### config.mk
export PLATFORM = sky130hd
export DESIGN_NAME = hazard_detect_unit
export DESIGN_NICKNAME = d
export VERILOG_FILES = /design/src/rtl/cpu_pkg.sv /design/src/rtl/reg_idx_eq.sv /design/src/rtl/hazard_detect_unit.sv
export SDC_FILE = /design/constraint.sdc
export NUM_CORES = 1
export LEC_CHECK = 0
export CAP_MARGIN = 10
export CORE_ASPECT_RATIO = 2
export CORE_UTILIZATION = 68
export DETAILED_ROUTE_END_ITERATION = 10
export DONT_BUFFER_PORTS = 1
export GPL_TIMING_DRIVEN = 0
export PLACE_DENSITY = 0.93
export SLEW_MARGIN = 20
export SYNTH_ARGS = -nofsm -noshare
export SYNTH_HDL_FRONTEND = slang
export SYNTH_SLANG_ARGS = --single-unit
### constraint.sdc
create_clock -name clk -period 5.6 [get_ports clk]
set_clock_uncertainty 0.05 [all_clocks]
set_input_delay 0.56 -clock clk [delete_from_list [all_inputs] [get_ports clk]]
set_output_delay 0.56 -clock clk [all_outputs]
set_load 0.01 [all_outputs]
### src/rtl/cpu_pkg.sv
// Shared pipeline definitions: register index width, the XZR index and the
// hazard unit's state type.
package cpu_pkg;

    localparam int REG_IDX_W = 5;
    localparam logic [REG_IDX_W-1:0] REG_XZR = 5'd31;

    typedef enum logic {
        HZ_RUN,
        HZ_HOLD
    } hz_state_t;

endpackage : cpu_pkg

### src/rtl/reg_idx_eq.sv
// Register index equality comparator used to match ID source operands
// against the EX destination.
module reg_idx_eq
    import cpu_pkg::*;
(
    input  logic [REG_IDX_W-1:0] idx_a,
    input  logic [REG_IDX_W-1:0] idx_b,
    output logic                 eq
);

    assign eq = (idx_a == idx_b);

endmodule : reg_idx_eq

### src/rtl/hazard_detect_unit.sv
// ID-stage hazard unit: one bubble per load-use consumer, IF/ID squash on a
// taken branch, and stall/flush event counters.
module hazard_detect_unit
    import cpu_pkg::*;
#(
    parameter int CNT_W = 32
) (
    input  logic             clk,
    input  logic             reset,
    input  logic [4:0]       Aa_id,
    input  logic [4:0]       Ab_id,
    input  logic             uses_Aa_id,
    input  logic             uses_Ab_id,
    input  logic             is_branch_id,
    input  logic             br_taken_id,
    input  logic [4:0]       rd_ex,
    input  logic             memread_ex,
    input  logic             regwrite_ex,
    output logic             pc_write,
    output logic             ifid_write,
    output logic             ifid_flush,
    output logic             idex_bubble,
    output logic             stall_active,
    output logic [CNT_W-1:0] stall_count,
    output logic [CNT_W-1:0] flush_count
);

    localparam logic [CNT_W-1:0] CNT_ONE = {{(CNT_W-1){1'b0}}, 1'b1};

    hz_state_t        state_q, state_d;
    logic [CNT_W-1:0] stall_count_q, stall_count_d;
    logic [CNT_W-1:0] flush_count_q, flush_count_d;

    logic aa_eq, ab_eq;
    logic lu_hit;
    logic br_take;

    reg_idx_eq u_aa_eq (
        .idx_a (Aa_id),
        .idx_b (rd_ex),
        .eq    (aa_eq)
    );

    reg_idx_eq u_ab_eq (
        .idx_a (Ab_id),
        .idx_b (rd_ex),
        .eq    (ab_eq)
    );

    // XZR is never a real producer, so a load "into" it cannot create a hazard.
    assign lu_hit = memread_ex & regwrite_ex & (rd_ex != REG_XZR) &
                    ((uses_Aa_id & aa_eq) | (uses_Ab_id & ab_eq));
    assign br_take = is_branch_id & br_taken_id;

    always_comb begin
        state_d       = state_q;
        stall_count_d = stall_count_q;
        flush_count_d = flush_count_q;
        pc_write      = 1'b1;
        ifid_write    = 1'b1;
        ifid_flush    = 1'b0;
        idex_bubble   = 1'b0;
        stall_active  = 1'b0;

        if (reset) begin
            pc_write      = 1'b0;
            ifid_write    = 1'b0;
            ifid_flush    = 1'b1;
            idex_bubble   = 1'b1;
            state_d       = HZ_RUN;
            stall_count_d = '0;
            flush_count_d = '0;
        end else begin
            case (state_q)
                HZ_RUN: begin
                    // A stall outranks a taken branch: the branch is re-evaluated
                    // in HOLD once the load data can be forwarded from MEM.
                    if (lu_hit) begin
                        pc_write      = 1'b0;
                        ifid_write    = 1'b0;
                        idex_bubble   = 1'b1;
                        stall_active  = 1'b1;
                        state_d       = HZ_HOLD;
                        stall_count_d = stall_count_q + CNT_ONE;
                    end else if (br_take) begin
                        ifid_flush    = 1'b1;
                        flush_count_d = flush_count_q + CNT_ONE;
                    end
                end
                HZ_HOLD: begin
                    // lu_hit is deliberately ignored: the same consumer never stalls twice.
                    state_d = HZ_RUN;
                    if (br_take) begin
                        ifid_flush    = 1'b1;
                        flush_count_d = flush_count_q + CNT_ONE;
                    end
                end
                default: state_d = HZ_RUN;
            endcase
        end
    end

    always_ff @(posedge clk) begin
        if (reset) begin
            state_q       <= HZ_RUN;
            stall_count_q <= '0;
            flush_count_q <= '0;
        end else begin
            state_q       <= state_d;
            stall_count_q <= stall_count_d;
            flush_count_q <= flush_count_d;
        end
    end

    assign stall_count = stall_count_q;
    assign flush_count = flush_count_q;

endmodule : hazard_detect_unit

==> summary.md, run 1 <==
| Metric | Value |
|---|---|
| Clock Latency Late Sink | `0.35 ns` |
| Yosys cell types | `46` |
| Fill cell instance count of the final layout | `between 300 and 400` |
| Die area | `5460 um^2` |
| I/O pins | `92` |
| #FFs+latches synth | `between 60 and 70` |
| Leakage dissipation | `roughly 1.2 nW` |
| Tcrit/Tclk final | `51.6%` |
| CP Max Fanout | `10` |
| Unrepaired setup endpoints after global routing | `false` |
| Crit-path max cell delay | `approximately 0.43 ns` |
| Max Clk Rate | `~350 MHz` |
| FFs w/ async S/R, synth | `0%` |
| Final Hold Fails | `0` |
| Port buffer count | `0` |
| Pin count of the biggest net entering global routing | `11` |
| # rows | `36` |
| Post-synth EDFFs | `0` |
| Critical path arrival | `between 2 and 2.5 ns` |
| Share of the yosys chip area belonging to registers | `between 30% and 40%` |
| Bufs on Longest Clock Path | `2` |
| Worst Setup Start Kind | `input pin` |
| Hold path cells | `2` |
| Synth Area per Inst | `approximately 8.5 um^2` |
| Total Routing Usage GR | `a little over a third` |
| Clock slew at reported path FFs | `0.07 ns` |
| Crit-path slowest cell | `clkbuf_1` |
| R2r worst-path depth | `6` |
| CTS tree | `done` |
| Fin crit period | `2.89 ns` |
| Diodes inserted | `0` |
| Largest family of logic cells by synthesized area | `simple AND/OR/NAND/NOR gates` |
| Reg power frac | `between 50 and 60%` |
| Sink Count | `65` |
| GP Congestion | `0.940` |
| Post-synthesis xor/xnor area fraction | `about an eighth` |
| Post-cts sizing count | `0` |
| Post-Route WL | `approximately 9.0 mm` |
| Initial antenna violation count | `0` |
| Area after DPL | `3580 um^2` |
| Multiplexer area fraction after synthesis | `1.61%` |
| Post-Synth Simple-Gate Area | `a little under a third` |
| WP data required | `4.99 ns` |
| Top cell type's share of synthesized area | `37.1%` |
| Syn. warnings | `0` |
| Cell Area, Synth | `~3500 um^2` |
| Commonest cells after routing, fill and taps aside | `dfxtp_1 (65), nor2_1 (55), xnor2_1 (41), nand2_1 (33), nand4_1 (24)` |
| CTS Hold Buffers Added | `0` |
| Worst Path Class, Setup | `in -> out` |
| Number of global-route vias before repair | `between 3000 and 4000` |
| Clock root buffer | `clkbuf_8` |
| CTS Buf Count | `9` |
| Switching power | `about 0.21 mW` |
| Chip width | `52.8 um` |
| Wire per inst | `approximately 19 um` |
| Post-synthesis cell count | `414` |
| Top cell type by total area after synthesis | `dfxtp_1` |
| Area growth syn-to-layout | `8.07%` |
| Most common cell after layout, fill and taps aside | `dfxtp_1` |
| Post-route DRC | `0` |
| Final setup viols | `0` |
| Layout Cell Area excl Fill | `around 3800 um^2` |
| Compound-gate portion of the synthesized area | `13.1%` |
| Syn_nets | `roughly 440` |
| Slew Viols, Final | `0` |
| Nets | `450` |
| Worst hold path class | `reg -> reg` |
| Layout cells sized above 1 | `12.8%` |
| Crit-path cells | `xnor2_1, nand4_1, o22ai_4, clkbuf_1, a21oi_1, or2_2` |
| H-tree depth | `3` |
| Top cells by area, synth | `dfxtp_1 (37%), xnor2_1 (10%), nor2_1 (5.9%)` |
| Vias per std cell | `around 6.6` |
| Post-DRT Antenna Nets | `0` |
| Clock Power Share | `around 45%` |
| Int Pwr | `approximately 0.71 mW` |
| Top_reg_cell synth | `dfxtp_1` |
| Max cap viols | `0` |
| Placeable Area | `4910 um^2` |
| CP Capture Type | `output port` |
| Worst Tran Pin Value | `0.713 ns` |
| Sw Share | `between 20% and 30%` |
| Total Neg Setup Slack | `0 ns` |
| Via count | `approximately 3200` |
| First-pass GRT wire length | `between 10 and 15 mm` |
| Synth Area in Adders | `0.714%` |
| Initial Util | `71.4%` |
| Gr ovfl total | `0` |
| Worst slew margin | `about half` |
| Post-CTS Setup Bufs | `0` |
| First-pass DRT Iterations | `5` |
| PwrDens | `~240 nW/um^2` |
| Combinational power share | `4.7%` |
| Outcome | `completed` |
| Worst VDD drop | `0.224 mV` |
| DR iter-0 viols | `about 180` |
| Dpl hpwl | `between 6 and 7 mm` |
| Die height | `a little over 100 um` |
[through the flow]
stage | hold WS [ns] | setup WS, ns | std cells | util (%) | total power [mW]
final | 0.487 | 2.71 | 487 | 77.2 | 0.918
after global placement | 0.461 | 2.74 | 471 | 72.9 | 0.518
after detailed placement | 0.471 | 2.70 | 471 | 72.9 | 0.519
after global routing | 0.509 | 2.53 | 487 | 77.2 | 0.941
after CTS | 0.484 | 2.68 | 487 | 77.2 | 0.920
after floorplan | 0.446 | 3.07 | 414 | - | 0.508
[sequential cells by signal (all words and copies together), names as in the netlist]
register / cells
flush_count: 32
stall_count: 32
state_q: 1
[synth_stat cells (2+ instances only)]
| library cell | instances |
|---|---|
| and4_1 | 3 |
| inv_1 | 6 |
| a21oi_1 | 21 |
| or3_1 | 9 |
| o31ai_1 | 5 |
| nor2b_1 | 6 |
| nor3_1 | 5 |
| nand4_1 | 24 |
| and3_1 | 5 |
| or2_2 | 3 |
| dfxtp_1 | 65 |
| xnor2_1 | 41 |
| ha_1 | 2 |
| and3_2 | 7 |
| a2111oi_0 | 13 |
| buf_2 | 8 |
| xor2_1 | 12 |
| buf_6 | 2 |
| or4_1 | 6 |
| nand3_1 | 15 |
| nand2_1 | 33 |
| nor4_1 | 2 |
| clkbuf_1 | 15 |
| a211oi_1 | 9 |
| and4_2 | 2 |
| nand2b_1 | 2 |
| o21ai_0 | 8 |
| nor2_1 | 55 |
| mux2_2 | 5 |
| nand4b_1 | 2 |
| and2_1 | 7 |
| nand4_2 | 2 |
[area by class of cell]
cell class | count | area [um^2] | share of cell area (%)
multi-input combinational | 317 | 2060 | 54.3
tap | 57 | 71.3 | 1.88
clock inverter | 1 | 5.00 | 0.132
clock buffer | 15 | 206 | 5.45
buffer | 26 | 126 | 3.34
sequential | 65 | 1300 | 34.3
inverter | 6 | 22.5 | 0.594
[final timing paths]
| check | slack (ns) | to | from |
|---|---|---|---|
| worst min register to register | 0.49 | stall_count[31] | stall_count[31] |
| worst max register to register | 2.95 | flush_count[31] | flush_count[6] |
| worst max-delay path | 2.71 | ifid_flush | rd_ex[2] |
| worst min-delay path | 0.49 | stall_count[31] | stall_count[31] |
[kinds of logic after synthesis]
logic type,after synthesis
multiplexers,5
AO/OA/AOI/OAI,62
AND/OR/NAND/NOR,195
buffers and inverters,32
XOR/XNOR,53
flip-flops,65
adder cells (fa/ha/maj),2
[metal layers]
| layer | up-vias | wire, um | GRT usage, % |
|---|---|---|---|
| li1 | 1501 | - | - |
| met1 | 1493 | 2960 | 31.8 |
| met2 | 197 | 4980 | 63.2 |
| met3 | 45 | 700 | 11.0 |
| met4 | 0 | 380 | 20.9 |
| met5 | - | 0 | 0 |
[power groups by stage]
stage	Sequential, mW	Combinational (mW)	Clock (mW)
floorplan	0.475	0.0331	0
global placement	0.476	0.0420	0
detailed placement	0.476	0.0430	0
CTS	0.465	0.0432	0.412
global route	0.465	0.0473	0.428
finish	0.465	0.0433	0.409
[critical path: cells and delay by family]
family	cells	cell delay (ns)
and+or+nand+nor	2	0.53
buffers and inverters	1	0.43
xor gates and xnor gates	1	0.16
AOI/OAI and AO/OA	2	0.59
Power figures use the tool's default switching activity.
==> inputs of run 2 (changes only) <==
- ABC_AREA: not set -> 1
- CORE_UTILIZATION: 68 -> 58
- PLACE_DENSITY: 0.93 -> 0.85
- clock period: 5.6 -> 2.55 ns (I/O delays scaled with it)
==> summary.md, run 2 <==
| Metric | Value |
|---|---|
| Max Clk Rate | `between 400 and 500 MHz` |
| Yosys cell types | `31` |
| I/O pins | `92` |
| Die height | `roughly 120 um` |
| Worst hold path class | `in -> reg` |
| Worst Path Class, Setup | `reg -> reg` |
| Fill cell instance count of the final layout | `roughly 700` |
| Hold EP | `stall_count[1]` |
| Clock Latency Late Sink | `0.33 ns` |
| Post-synthesis cell count | `slightly above 700` |
| Vias per std cell | `between 5 and 6` |
| Post-Route WL | `13.7 mm` |
| CTS Hold Buffers Added | `0` |
| Sink Count | `between 60 and 70` |
| Bufs on Longest Clock Path | `2` |
| Worst Tran Pin Value | `between 0.6 and 0.7 ns` |
| First-pass GRT wire length | `~22 mm` |
| Nets | `~760` |
| Hold path cells | `3` |
| Max cap viols | `0` |
| Worst slack at placement | `just over 0.5 ns` |
| Leakage dissipation | `between 1.5 and 2 nW` |
| Post-CTS Setup Bufs | `0` |
| #FFs+latches synth | `65` |
| FF+latch area | `1300 um^2` |
| Dpl hpwl | `approximately 10 mm` |
| Pin count of the biggest net entering global routing | `12` |
| Port buffer count | `0` |
| Syn. warnings | `0` |
| Worst setup margin | `~0.46 ns` |
| CP startpoint | `flush_count[1]` |
| Area growth syn-to-layout | `9.43%` |
| Tcrit/Tclk final | `a little over 80%` |
| Crit-path max cell delay | `0.46 ns` |
| Post-cts sizing count | `0` |
| Initial antenna violation count | `0` |
| FFs w/ async S/R, synth | `0%` |
| Post-DRT Antenna Nets | `0` |
| Worst slew margin | `roughly 58%` |
| Clock slew at reported path FFs | `~0.060 ns` |
| Worst VDD drop | `between 0.4 and 0.5 mV` |
| Top cell type by total area after synthesis | `dfxtp_1` |
| Hold_sp | `reset` |
| Worst R2R End | `flush_count[14]` |
| Diodes inserted | `0` |
| Top_reg_cell synth | `dfxtp_1` |
| Slew Viols, Final | `0` |
| PwrDens | `roughly 490 nW/um^2` |
| H-tree depth | `3` |
| Die area | `approximately 7900 um^2` |
| Wire per inst | `roughly 17 um` |
| Cell with the most instances after synthesis | `nand2_1` |
| Initial Util | `between 60% and 70%` |
| Unrepaired setup endpoints after global routing | `false` |
| CTS Buf Count | `9` |
| Via count | `roughly 4700` |
| Top cell type's share of synthesized area | `~30%` |
| Commonest cells after routing, fill and taps aside | `nand2_1 (258), nor2_1 (117), dfxtp_1 (65), nand3_1 (53), inv_1 (46)` |
| Worst Setup Start Kind | `flip-flop` |
| Cell Area, Synth | `4380 um^2` |
| Gr ovfl total | `0` |
| Share of the yosys chip area belonging to registers | `29.7%` |
| Number of global-route vias before repair | `between 4000 and 5000` |
| Post-route DRC | `0` |
| Fin crit period | `around 2.1 ns` |
| Final setup viols | `0` |
| Syn_nets | `around 740` |
| Crit-path cells | `ha_1, nand3_1, inv_2, nand2_2, nor2_2, nand2_1, nor2_1, nand3_1, nand2_1, nor2_1` |
| Layout cells sized above 1 | `10.7%` |
| WP data required | `2.70 ns` |
| R2r worst-path depth | `10` |
| R2r startpoint | `flush_count[1]` |
| Final Hold Fails | `0` |
| R2r setup slk | `between 0.4 and 0.5 ns` |
| Total Neg Setup Slack | `0 ns` |
| CP Capture Type | `flip-flop` |
| Synth Area per Inst | `between 6 and 7 um^2` |
| Top cells by area, synth | `dfxtp_1 (30%), nand2_1 (22%), nor2_1 (10%)` |
| Chip width | `about 63 um` |
| # rows | `44` |
| CP Max Fanout | `5` |
| Clock root buffer | `clkbuf_16` |
| Total Routing Usage GR | `roughly 36%` |
| Crit-path slowest cell | `dfxtp_1` |
| Area of the multi-input gates | `approximately 2700 um^2` |
| First-pass DRT Iterations | `7` |
| DR iter-0 viols | `~400` |
| Outcome | `completed` |
| Critical path arrival | `2.24 ns` |
| CTS tree | `done` |
| Placeable Area | `7270 um^2` |
| Most common cell after layout, fill and taps aside | `nand2_1` |
| Top cells by count, synth | `nand2_1 (258), nor2_1 (117), dfxtp_1 (65)` |
| Post-synth EDFFs | `0` |
| GP Congestion | `~1.0` |
-- run 2: cell count changes after synthesis, moves of 12 or more --
| cell | change |
|---|---|
| a2111oi_0 | -13 |
| a21oi_1 | +20 |
| a21oi_2 | +13 |
| inv_1 | +40 |
| nand2_1 | +225 |
| nand2_2 | +12 |
| nand3_1 | +38 |
| nand4_1 | -14 |
| nor2_1 | +62 |
| xnor2_1 | -31 |
-- run 2: power by group --
group          switching [mW]  internal [mW]  leakage, nW
clock                   0.457          0.779        0.142
combinational          0.0739         0.0288         1.03
sequential            0.00377           1.02        0.523
total                   0.535           1.83         1.70
-- run 2: how the worst max path moves through the flow --
| stage | end | slack [ns] |
|---|---|---|
| 3_5_place_dp | flush_count[18] | 0.51 |
| 3_3_place_gp | flush_count[14] | 0.52 |
| 5_1_grt | flush_count[18] | 0.28 |
| 6_report | flush_count[14] | 0.46 |
| 4_1_cts | flush_count[14] | 0.48 |
| 2_1_floorplan | flush_count[18] | 0.91 |
-- run 2: metal layers --
metal	track usage [%]	share of wire, %
met4	25.5	6.3
met2	66.8	54
met5	0	0
met1	30.6	33
met3	9.52	6.1
-- run 2: cell type report --
type / instances / area share [%]
inverter: 55 / 4.31
clock inverter: 5 / 1.15
buffer: 21 / 3.19
clock buffer: 11 / 5.07
multi-input combinational: 578 / 56.7
sequential: 65 / 27.2
tap: 92 / 2.40
-- run 2: metrics by stage --
step / instance area, um^2 / total power [mW] / instances / hold WS [ns] / utilization (%)
after floorplan: 4380 / 1.12 / 719 / 0.387 / -
after global placement: 4490 / 1.14 / 811 / 0.398 / 61.8
after detailed placement: 4490 / 1.15 / 811 / 0.399 / 61.8
after CTS: 4790 / 2.37 / 827 / 0.0500 / 65.9
after global routing: 4790 / 2.43 / 827 / 0.0716 / 65.9
final: 4790 / 2.36 / 827 / 0.0545 / 65.9
-- run 2: logic make-up after synthesis --
kind of cell | synth area share [%]
AO/OA/AOI/OAI | 7.80
XOR/XNOR | 5.20
AND/OR/NAND/NOR | 48.5
adder cells (fa/ha/maj) | 0.572
flip-flops | 29.7
buffers and inverters | 8.20
-- run 2: worst max-delay path: cells and delay by family, from the launching register on --
family,cells,cell delay (ns)
flip-flops,1,0.46
buffers and inverters,1,0.14
adder cells (fa/ha/maj),1,0.26
AND/OR/NAND/NOR,8,1.05
==> inputs of run 3 (changes only) <==
- clock period: 2.55 -> 1.68 ns (I/O delays scaled with it)
==> summary.md, run 3 (synthesized netlist as in run 2, its figures left out) <==
| Metric | Value |
|---|---|
| Final Total Pwr | `3.59 mW` |
| Hold path cells | `3` |
| GP Congestion | `around 1.0` |
| I/O pins | `92` |
| Critical path arrival | `about 1.9 ns` |
| Worst VDD drop | `approximately 0.70 mV` |
| Crit-path cells | `inv_1, nor3_1, nand2_1, nor2_1, nand2_1, nand2_1, nand2_1, nand2_1, a21oi_1` |
| CTS tree | `done` |
| Outcome | `finished, violations left` |
| Fin crit period | `1.71 ns` |
| Chip width | `63.4 um` |
| Vias per std cell | `just under 6` |
| Die height | `between 100 and 150 um` |
| Worst Path Class, Setup | `reg -> reg` |
| Sink Count | `65` |
| Critical path's most frequent cell | `nand2_1` |
| Slew Viols, Final | `0` |
| Bufs on Longest Clock Path | `2` |
| Post-DRT Antenna Nets | `0` |
| Max Clk Rate | `between 500 and 600 MHz` |
| Initial Util | `between 60% and 70%` |
| Die area | `around 7900 um^2` |
| Tcrit/Tclk final | `102%` |
| Wire per inst | `between 15 and 20 um` |
| Clock slew at reported path FFs | `0.06 ns` |
| PwrDens | `681 nW/um^2` |
| Stages on the worst setup path | `9` |
| DR iter-0 viols | `between 400 and 500` |
| Crit-path slowest cell | `dfxtp_2` |
| H-tree depth | `3` |
| Layout cells sized above 1 | `around 25%` |
| Total Neg Setup Slack | `-0.0523 ns` |
| CP bufs+invs | `1` |
| Clock root buffer | `clkbuf_16` |
| Unrepaired setup endpoints after global routing | `true` |
| Total Routing Usage GR | `a little under two fifths` |
| R2r worst-path depth | `9` |
| Worst hold slack | `0.150 ns` |
| Nets | `763` |
| First-pass GRT wire length | `~23 mm` |
| Worst hold path class | `in -> reg` |
| Post-Route WL | `14.7 mm` |
| Met2 usage | `69.1%` |
| Final design utilization | `between 70% and 80%` |
| Gr ovfl total | `0` |
| Max cap viols | `0` |
| # rows | `44` |
| Via count | `about 5000` |
| Worst Tran Pin Value | `0.669 ns` |
| Final setup viols | `4` |
| Worst Setup Start Kind | `flip-flop` |
| WP data required | `about 1.8 ns` |
| Commonest cells after routing, fill and taps aside | `nand2_1 (247), nor2_1 (91), nand3_1 (50), inv_1 (45), a21oi_1 (41)` |
| Worst setup margin | `-0.0261 ns` |
| Most common cell after layout, fill and taps aside | `nand2_1` |
| GR peak layer | `met2` |
| CP Max Fanout | `5` |
| Worst slew margin | `roughly 55%` |
| Leakage dissipation | `roughly 1.9 nW` |
| Placeable Area | `between 7000 and 8000 um^2` |
| CP Capture Type | `flip-flop` |
| Crit-path max cell delay | `0.40 ns` |
| Met1 usage | `31.8%` |
| Failing checks | `negative setup slack` |
| Dpl hpwl | `10.5 mm` |
| CTS Buf Count | `9` |
| Pin count of the biggest net entering global routing | `12` |
| Final Hold Fails | `0` |
| Initial antenna violation count | `0` |
| Post-route DRC | `0` |
| Diodes inserted | `0` |
| First-pass DRT Iterations | `7` |
| Number of global-route vias before repair | `4821` |
| Worst path top cell family by delay | `simple AND/OR/NAND/NOR gates` |
| Clock Latency Late Sink | `between 0.3 and 0.4 ns` |
| Area growth syn-to-layout | `20.4%` |
| Met3 usage | `a little under a tenth` |
| Port buffer count | `0` |
-- run 3: through the flow --
step                      cells  instance area, um^2  setup WS [ns]
after detailed placement    811                 4490         -0.357
final                       835                 5270        -0.0261
after floorplan             719                 4380         0.0410
after CTS                   833                 5030        0.00408
after global placement      811                 4490         -0.349
after global routing        835                 5270        -0.0980
-- run 3: cell type report --
| type | count | area [um^2] |
|---|---|---|
| Buffer | 20 | 155 |
| Clock buffer | 11 | 243 |
| Clock inverter | 5 | 55.1 |
| Fill cell | 626 | 2000 |
| Inverter | 55 | 211 |
| Multi-Input combinational cell | 578 | 3010 |
| Sequential cell | 65 | 1400 |
| Tap cell | 92 | 115 |
| Timing Repair Buffer | 9 | 73.8 |
-- run 3: worst paths after layout --
check                 startpoint         endpoint  slack, ns
hold / removal             reset  stall_count[23]       0.15
setup reg to reg  stall_count[3]  stall_count[26]      -0.03
hold reg to reg   stall_count[1]   stall_count[1]       0.46
setup / recovery  stall_count[3]  stall_count[26]      -0.03
-- run 3: per-layer routing --
layer	vias up	share of wire (%)
met4	0	6.9
met5	-	0
met1	2246	33
met2	218	54
met3	75	6.4
li1	2323	-
-- run 3: what timing repair did --
action                                  CTS  global route
pin swaps                                 4             7
buffers inserted                          5             3
endpoints found under the setup margin   40            42
endpoints found under the hold margin     2             0
hold buffers                              1             0
gates resized for setup                  67            80
-- run 3: where the power goes --
| group | total [mW] | switching, mW | internal, mW |
|---|---|---|---|
| clock | 1.88 | 0.701 | 1.18 |
| sequential | 1.53 | 0.00796 | 1.52 |
| combinational | 0.170 | 0.119 | 0.0505 |
| total | 3.59 | 0.828 | 2.76 |
-- run 3: worst min-delay path, cell delays in order --
cell and delay [ns]:
clkinv_1 0.18, nand2_1 0.08, nor2_1 0.07
